<file path="config.mk">
export PLATFORM = sky130hd
export DESIGN_NAME = vga_sync_generator
export DESIGN_NICKNAME = d
export VERILOG_FILES = /design/src/rtl/vga_sync_generator.sv
export SDC_FILE = /design/constraint.sdc
export NUM_CORES = 1
export LEC_CHECK = 0
export BUFFER_PORTS_ARGS = -buffer_cell sky130_fd_sc_hd__clkbuf_2
export CORE_UTILIZATION = 35
export CTS_BUF_LIST = sky130_fd_sc_hd__clkbuf_8
export CTS_CLUSTER_SIZE = 40
export DETAILED_ROUTE_END_ITERATION = 6
export PLACE_DENSITY_LB_ADDON = 0.1
export SETUP_SLACK_MARGIN = 0.4
export SLEW_MARGIN = 20
export SYNTH_ARGS = -nofsm -noshare
export SYNTH_HDL_FRONTEND = slang
export SYNTH_SLANG_ARGS = --single-unit
</file>
<file path="constraint.sdc">
create_clock -name clk_in -period 5.5 [get_ports clk_in]
set_input_delay 0.275 -clock clk_in [delete_from_list [all_inputs] [get_ports clk_in]]
set_output_delay 0.275 -clock clk_in [all_outputs]
set_load 0.02 [all_outputs]
</file>
<file path="src/rtl/vga_sync_generator.sv">
// VGA timing generator: pixel divider, h/v counters with porch FSMs, registered syncs.
// Define VGA_SYNC_ALIGN_EN to delay hsync/vsync by one clk_in to match a registered colour path.
module vga_sync_generator #(
  parameter int CLK_DIV  = 4,
  parameter int H_ACTIVE = 640,
  parameter int H_FP     = 16,
  parameter int H_SYNC   = 96,
  parameter int H_BP     = 48,
  parameter int V_ACTIVE = 480,
  parameter int V_FP     = 10,
  parameter int V_SYNC   = 2,
  parameter int V_BP     = 33
) (
  input  logic       clk_in,
  input  logic       rst_in,
  output logic [9:0] current_row,
  output logic [9:0] current_line,
  output logic       enable,
  output logic       hsync,
  output logic       vsync,
  output logic       pixel_tick,
  output logic       frame_start
);

  localparam int H_TOTAL = H_ACTIVE + H_FP + H_SYNC + H_BP;
  localparam int V_TOTAL = V_ACTIVE + V_FP + V_SYNC + V_BP;

  localparam logic [9:0] H_LAST       = 10'(H_TOTAL - 1);
  localparam logic [9:0] H_ACT_END    = 10'(H_ACTIVE);
  localparam logic [9:0] H_SYNC_START = 10'(H_ACTIVE + H_FP);
  localparam logic [9:0] H_SYNC_END   = 10'(H_ACTIVE + H_FP + H_SYNC);
  localparam logic [9:0] V_LAST       = 10'(V_TOTAL - 1);
  localparam logic [9:0] V_ACT_END    = 10'(V_ACTIVE);
  localparam logic [9:0] V_SYNC_START = 10'(V_ACTIVE + V_FP);
  localparam logic [9:0] V_SYNC_END   = 10'(V_ACTIVE + V_FP + V_SYNC);
  localparam logic [4:0] DIV_LAST     = 5'(CLK_DIV - 1);

  typedef enum logic [1:0] {HS_ACT, HS_FP, HS_SYNC, HS_BP} h_state_t;
  typedef enum logic [1:0] {VS_ACT, VS_FP, VS_SYNC, VS_BP} v_state_t;

  h_state_t   h_state, h_state_next;
  v_state_t   v_state, v_state_next;
  logic [4:0] div_q;
  logic [9:0] h_q, v_q, h_next, v_next;
  logic       advance, h_wrap, v_wrap;
  logic       hsync_q, vsync_q;

  always_comb begin
    advance = (div_q == DIV_LAST);
    h_wrap  = advance && (h_q == H_LAST);
    v_wrap  = h_wrap && (v_q == V_LAST);
    h_next  = h_q;
    v_next  = v_q;
    if (advance) begin
      h_next = h_wrap ? 10'd0 : h_q + 10'd1;
    end
    if (h_wrap) begin
      v_next = v_wrap ? 10'd0 : v_q + 10'd1;
    end
  end

  // Porch FSMs follow the next-state counters so the registered syncs line up with them.
  always_comb begin
    h_state_next = h_state;
    if (advance) begin
      case (h_state)
        HS_ACT:  if (h_next == H_ACT_END)    h_state_next = HS_FP;
        HS_FP:   if (h_next == H_SYNC_START) h_state_next = HS_SYNC;
        HS_SYNC: if (h_next == H_SYNC_END)   h_state_next = HS_BP;
        HS_BP:   if (h_next == 10'd0)        h_state_next = HS_ACT;
        default: h_state_next = HS_ACT;
      endcase
    end
  end

  always_comb begin
    v_state_next = v_state;
    if (h_wrap) begin
      case (v_state)
        VS_ACT:  if (v_next == V_ACT_END)    v_state_next = VS_FP;
        VS_FP:   if (v_next == V_SYNC_START) v_state_next = VS_SYNC;
        VS_SYNC: if (v_next == V_SYNC_END)   v_state_next = VS_BP;
        VS_BP:   if (v_next == 10'd0)        v_state_next = VS_ACT;
        default: v_state_next = VS_ACT;
      endcase
    end
  end

  always_ff @(posedge clk_in) begin
    if (rst_in) begin
      div_q       <= 5'd0;
      h_q         <= 10'd0;
      v_q         <= 10'd0;
      h_state     <= HS_ACT;
      v_state     <= VS_ACT;
      enable      <= 1'b0;
      hsync_q     <= 1'b1;
      vsync_q     <= 1'b1;
      pixel_tick  <= 1'b0;
      frame_start <= 1'b0;
    end else begin
      div_q       <= advance ? 5'd0 : div_q + 5'd1;
      h_q         <= h_next;
      v_q         <= v_next;
      h_state     <= h_state_next;
      v_state     <= v_state_next;
      enable      <= (h_next < H_ACT_END) && (v_next < V_ACT_END);
      hsync_q     <= (h_state_next != HS_SYNC);
      vsync_q     <= (v_state_next != VS_SYNC);
      pixel_tick  <= advance;
      frame_start <= v_wrap;
    end
  end

  assign current_row  = h_q;
  assign current_line = v_q;

`ifdef VGA_SYNC_ALIGN_EN
  logic hsync_d, vsync_d;

  always_ff @(posedge clk_in) begin
    if (rst_in) begin
      hsync_d <= 1'b1;
      vsync_d <= 1'b1;
    end else begin
      hsync_d <= hsync_q;
      vsync_d <= vsync_q;
    end
  end

  assign hsync = hsync_d;
  assign vsync = vsync_d;
`else
  assign hsync = hsync_q;
  assign vsync = vsync_q;
`endif

endmodule

</file>
* Word level (Yosys, flattened, before mapping) *
Cells that the tools add are included.

storage, ports and cells
  register bits = 34
  input bits = 2
  output and inout port bits = 25
  word-level logic and storage cells = 56

operators by class
  add/sub/neg operators = 3
  $lt $le $gt $ge = 2
  eq/ne operators = 17
  mux-type cells = 16
  reduce and logical (&&, ||, !) cells = 8

operators by type and width
  cell                     count
  $eq A10 B10 Y1 const B   5
  $mux W10                 4
  $eq A10 B9 Y1 const B    3
  $add A10 B1 Y10 const B  2
  $logic_not A10 Y1        2
  $mux W2                  10
  $pmux W2 S4              2
  $lt A10 B10 Y1 const B   1
  $lt A10 B9 Y1 const B    1
  $eq A2 B2 Y1 const B     4
  $add A5 B1 Y5 const B    1
  $eq A5 B2 Y1 const B     1
  $eq A2 B1 Y1 const B     2
  $logic_not A2 Y1         2
  $ne A2 B2 Y1 const B     2
  $logic_and A1 B1 Y1      3
  $reduce_or A2 Y1         1

* Logic depth before layout (Yosys ltp) *
  depth in word-level cells = 10
  depth in mapped cells = 11
  gate-level depth less buffers = 10

* Worst setup path before layout *
No wires, ideal clock.

  kind = reg-to-reg
  from = register div_q[0]
  to = register v_state[0]
  setup time = 0.066 ns
  arrival time = 2.582 ns
  required time = 5.434 ns
  setup slack = 2.852 ns
  cell stages (with the launch flop) = 11
  buffers on the path = 1
  period minus slack after synthesis = 2.648 ns
  cells stage by stage = dfxtp_1 -> ha_1 -> or4b_1 -> buf_6 -> nor4_4 -> nand3_1 -> xor2_1 -> nor4_4 -> nand3_1 -> o21ba_1 -> a21oi_2

between the ends
  cells in the longest elaborated chain, start to end = 9
  elaborated cells on any way between the ends = 15
  those cells by class = 4 x eq/ne; 8 x mux; 3 x reduce/logical

RTL lines
  what                                         line  RTL
  from (decl)                                  43    logic [4:0] div_q;
  from (signal assigned)                       102   div_q <= advance ? 5'd0 : div_q + 5'd1;
  $eq A5 B2 Y1 *                               49    advance = (div_q == DIV_LAST);
  $logic_and A1 B1 Y1 *                        50    h_wrap = advance && (h_q == H_LAST);
  $logic_and A1 B1 Y1                          51    v_wrap = h_wrap && (v_q == V_LAST);
  $mux W10                                     58    v_next = v_wrap ? 10'd0 : v_q + 10'd1;
  $mux W10                                     57    if (h_wrap) begin
  $eq A10 B9 Y1, or another cell as far along  82    VS_SYNC: if (v_next == V_SYNC_END) v_state_next = VS_BP;
  $mux W2 (on tied branches)                   n/a
  $pmux W2 S4                                  79    case (v_state)
  $mux W2 *                                    78    if (h_wrap) begin
  to (signal assigned)                         106   v_state <= v_state_next;
  to (decl)                                    42    v_state_t v_state, v_state_next;

Every way passes the cells marked *; elsewhere a longest branch is shown, timed or not.
A chain may end at the register's enable or synchronous reset.

* Worst setup path in the final report *
Ends and elaborated chain as after synthesis.

==> results.ini <==
[worst_setup_path]
crit_family=simple AND/OR/NAND/NOR gates
cp_max_fo=15
critPathMaxStageDelay_ns=0.80
end_kind=flop
path_class=flop to flop
cp-start-kind=flop
crit_required_ns=5.71
path_buf_inv=0
cp_data_arrival_time_ns=3.57
slowest_stage=nor4_4
cp_cell_sequence=ha_1 > or4b_1 > nor4_4 > nand3_1 > xor2_1 > nor4_4 > nand3_1 > o21ba_1 > a21oi_2

[clocking]
clock_latency_ns=0.28
cts_tree=yes
cts_buffers=5
root_buffer=clkbuf_8
post-cts-setup-buffers=0
cts-htree-levels=2
clk_pin_slew_ns=0.07
clock_path_buffers=2
clock-sinks=34
hold_buffers=0
cts_resized=0

[synth]
synth_area_leaders=dfxtp_1 (33%), nor2_1 (5.0%), xor2_1 (4.2%)
ys_ff_latch=34
synthCells=245
avgSynthCellArea_um2=8.529
synth_warnings=0
synth-seq-area-share=0.3257
synthFlopType=dfxtp_1
synth_top_area_cell=dfxtp_1
ys_types=59
async_flop_share=0
syn_nets=251
synth_enable_flop_cells=0
synth_area_um2=2090
yosys.area.top_type_share=0.3257

[final_layout]
syn_to_final_growth_pct=8.802
fin_util=0.4030
nNetsFinal=270
layout-drive-gt1-share=0.1849
antennaDiodeCount=0

[detailed_routing]
wirelength_mm=4.800
post_drt_via_cell_ratio=5.439
drc_errors=0
via_count=1833
wl_per_cell_um=14.24
dr.first_iter.drc_count=61
ant_nets=0
drt_first_pass_iters=4

[grt]
grt_pass1_wl_mm=8.293
gr-usage-all-layers=0.1705
grt_pass1_vias=1763
grt_max_degree=35
grt_overflow_total=0
antenna_found_initial=0

[power]
p_leak_nw=0.8661
ir_drop_uv=72.56
power_density_nw_per_um2=201.4

[placement]
dp_hpwl_mm=3.486
routabilityCongestion=0.8309
port_buffers=26

[timing]
rsz0062_at_grt=no
fin_crit_ns=3.360
worst_pin_slew_ns=0.7935
clock-skew-final_ns=0.008001
fin_setup_tns_ns=0
finalCritPeriodShare=0.6109
setup_viol=0
hold_viol_final=0
fmax_mhz=297.6
slew_violations=0
relSlewSlack=0.4670

[floorplanning]
die_area_um2=6283
core_region_area_um2=5642
die_x_um=79.27
fp-row-count=27
start_util=0.3704
die_h_um=79.27
io_pins=27

[outcome]
outcome=finished clean

[hold_path]
worst_hold_path_type=flop to flop

[flow_run]
max_cap_violations=0

## Yosys cell counts (all sizes together), types with 4 or more instances
cell type,n
nor2,28
buf,9
and2,5
xor2,10
a21oi,9
nand2,21
clkbuf,5
inv,7
nor3,12
ha,4
nand3,16
o21ai,6
nand4,8
mux2i,6
a41oi,4
nor4,8
dfxtp,34
nor2b,4
## final cells by class
type / count / area, µm²
Tap cell: 72 / 90.09
Inverter: 7 / 26.28
Clock buffer: 6 / 82.58
Fill cell: 586 / 3368
Timing Repair Buffer: 27 / 137.6
Sequential cell: 34 / 680.7
Clock inverter: 2 / 8.758
Multi-Input combinational cell: 189 / 1247
## flip-flops by register name (all words and copies together), names as in the netlist
signal and count:
current_line 10, current_row 10, div_q 5, h_state 2, v_state 2, enable 1
frame_start 1, hsync 1, pixel_tick 1, vsync 1
## layer usage
layer	part of all wire	wire, µm	vias to the layer above	track usage
met3	0.030	142	2	0.03908
met5	0	0	-	0
met2	0.49	2362	30	0.2897
met4	0.0056	27	0	0.06364
li1	-	-	935	-
met1	0.47	2267	866	0.2080
## power breakdown
group	internal (mW)	leakage (nW)	total (mW)	switching [mW]
registers	0.249	0.275	0.251	0.00219
logic	0.00606	0.539	0.0180	0.0120
clock network	0.0991	0.0524	0.188	0.0892
## cells by family after synthesis
group                    after synthesis  synth area share
flip-flops                            34            0.3257
AO/OA/AOI/OAI                         41            0.1431
adder cells (fa/ha/maj)                4           0.02395
AND/OR/NAND/NOR                      125            0.3467
XOR/XNOR                              13           0.05449
buffers and inverters                 22           0.07724
multiplexers                           6           0.02874
## cells in the final DEF (no fill, tap or decap), types with 5 or more instances in the layout
cell type and n:
a21oi_1 8, and2_1 5, nand3_1 16, clkbuf_2 26, nor3_1 12, dfxtp_1 34, clkbuf_8 6, nand4_1 8
xor2_1 10, o21ai_0 5, mux2i_1 6, nor2_1 28, inv_1 8, nand2_1 21
## final timing paths
kind           endpoint  cells past startpoint     start  slack (ns)
max          v_state[0]                      9  div_q[0]        2.14
min            div_q[0]                      1  div_q[0]        0.46
max reg2reg  v_state[0]                      9  div_q[0]        2.14
min reg2reg    div_q[0]                      1  div_q[0]        0.46
## metrics by stage
stage | cells | area [µm²] | power [mW] | hold slack, ns | worst slack [ns]
detailed placement | 329 | 2182 | 0.2754 | 0.4589 | 2.111
floorplan | 245 | 2090 | 0.2728 | 0.4313 | 2.852
finish | 337 | 2273 | 0.4578 | 0.4628 | 2.140
CTS | 337 | 2273 | 0.4669 | 0.4680 | 2.107
global placement | 329 | 2182 | 0.2755 | 0.4482 | 2.210
global route | 337 | 2273 | 0.4813 | 0.4964 | 1.849
(Power assumes the default switching activity.)
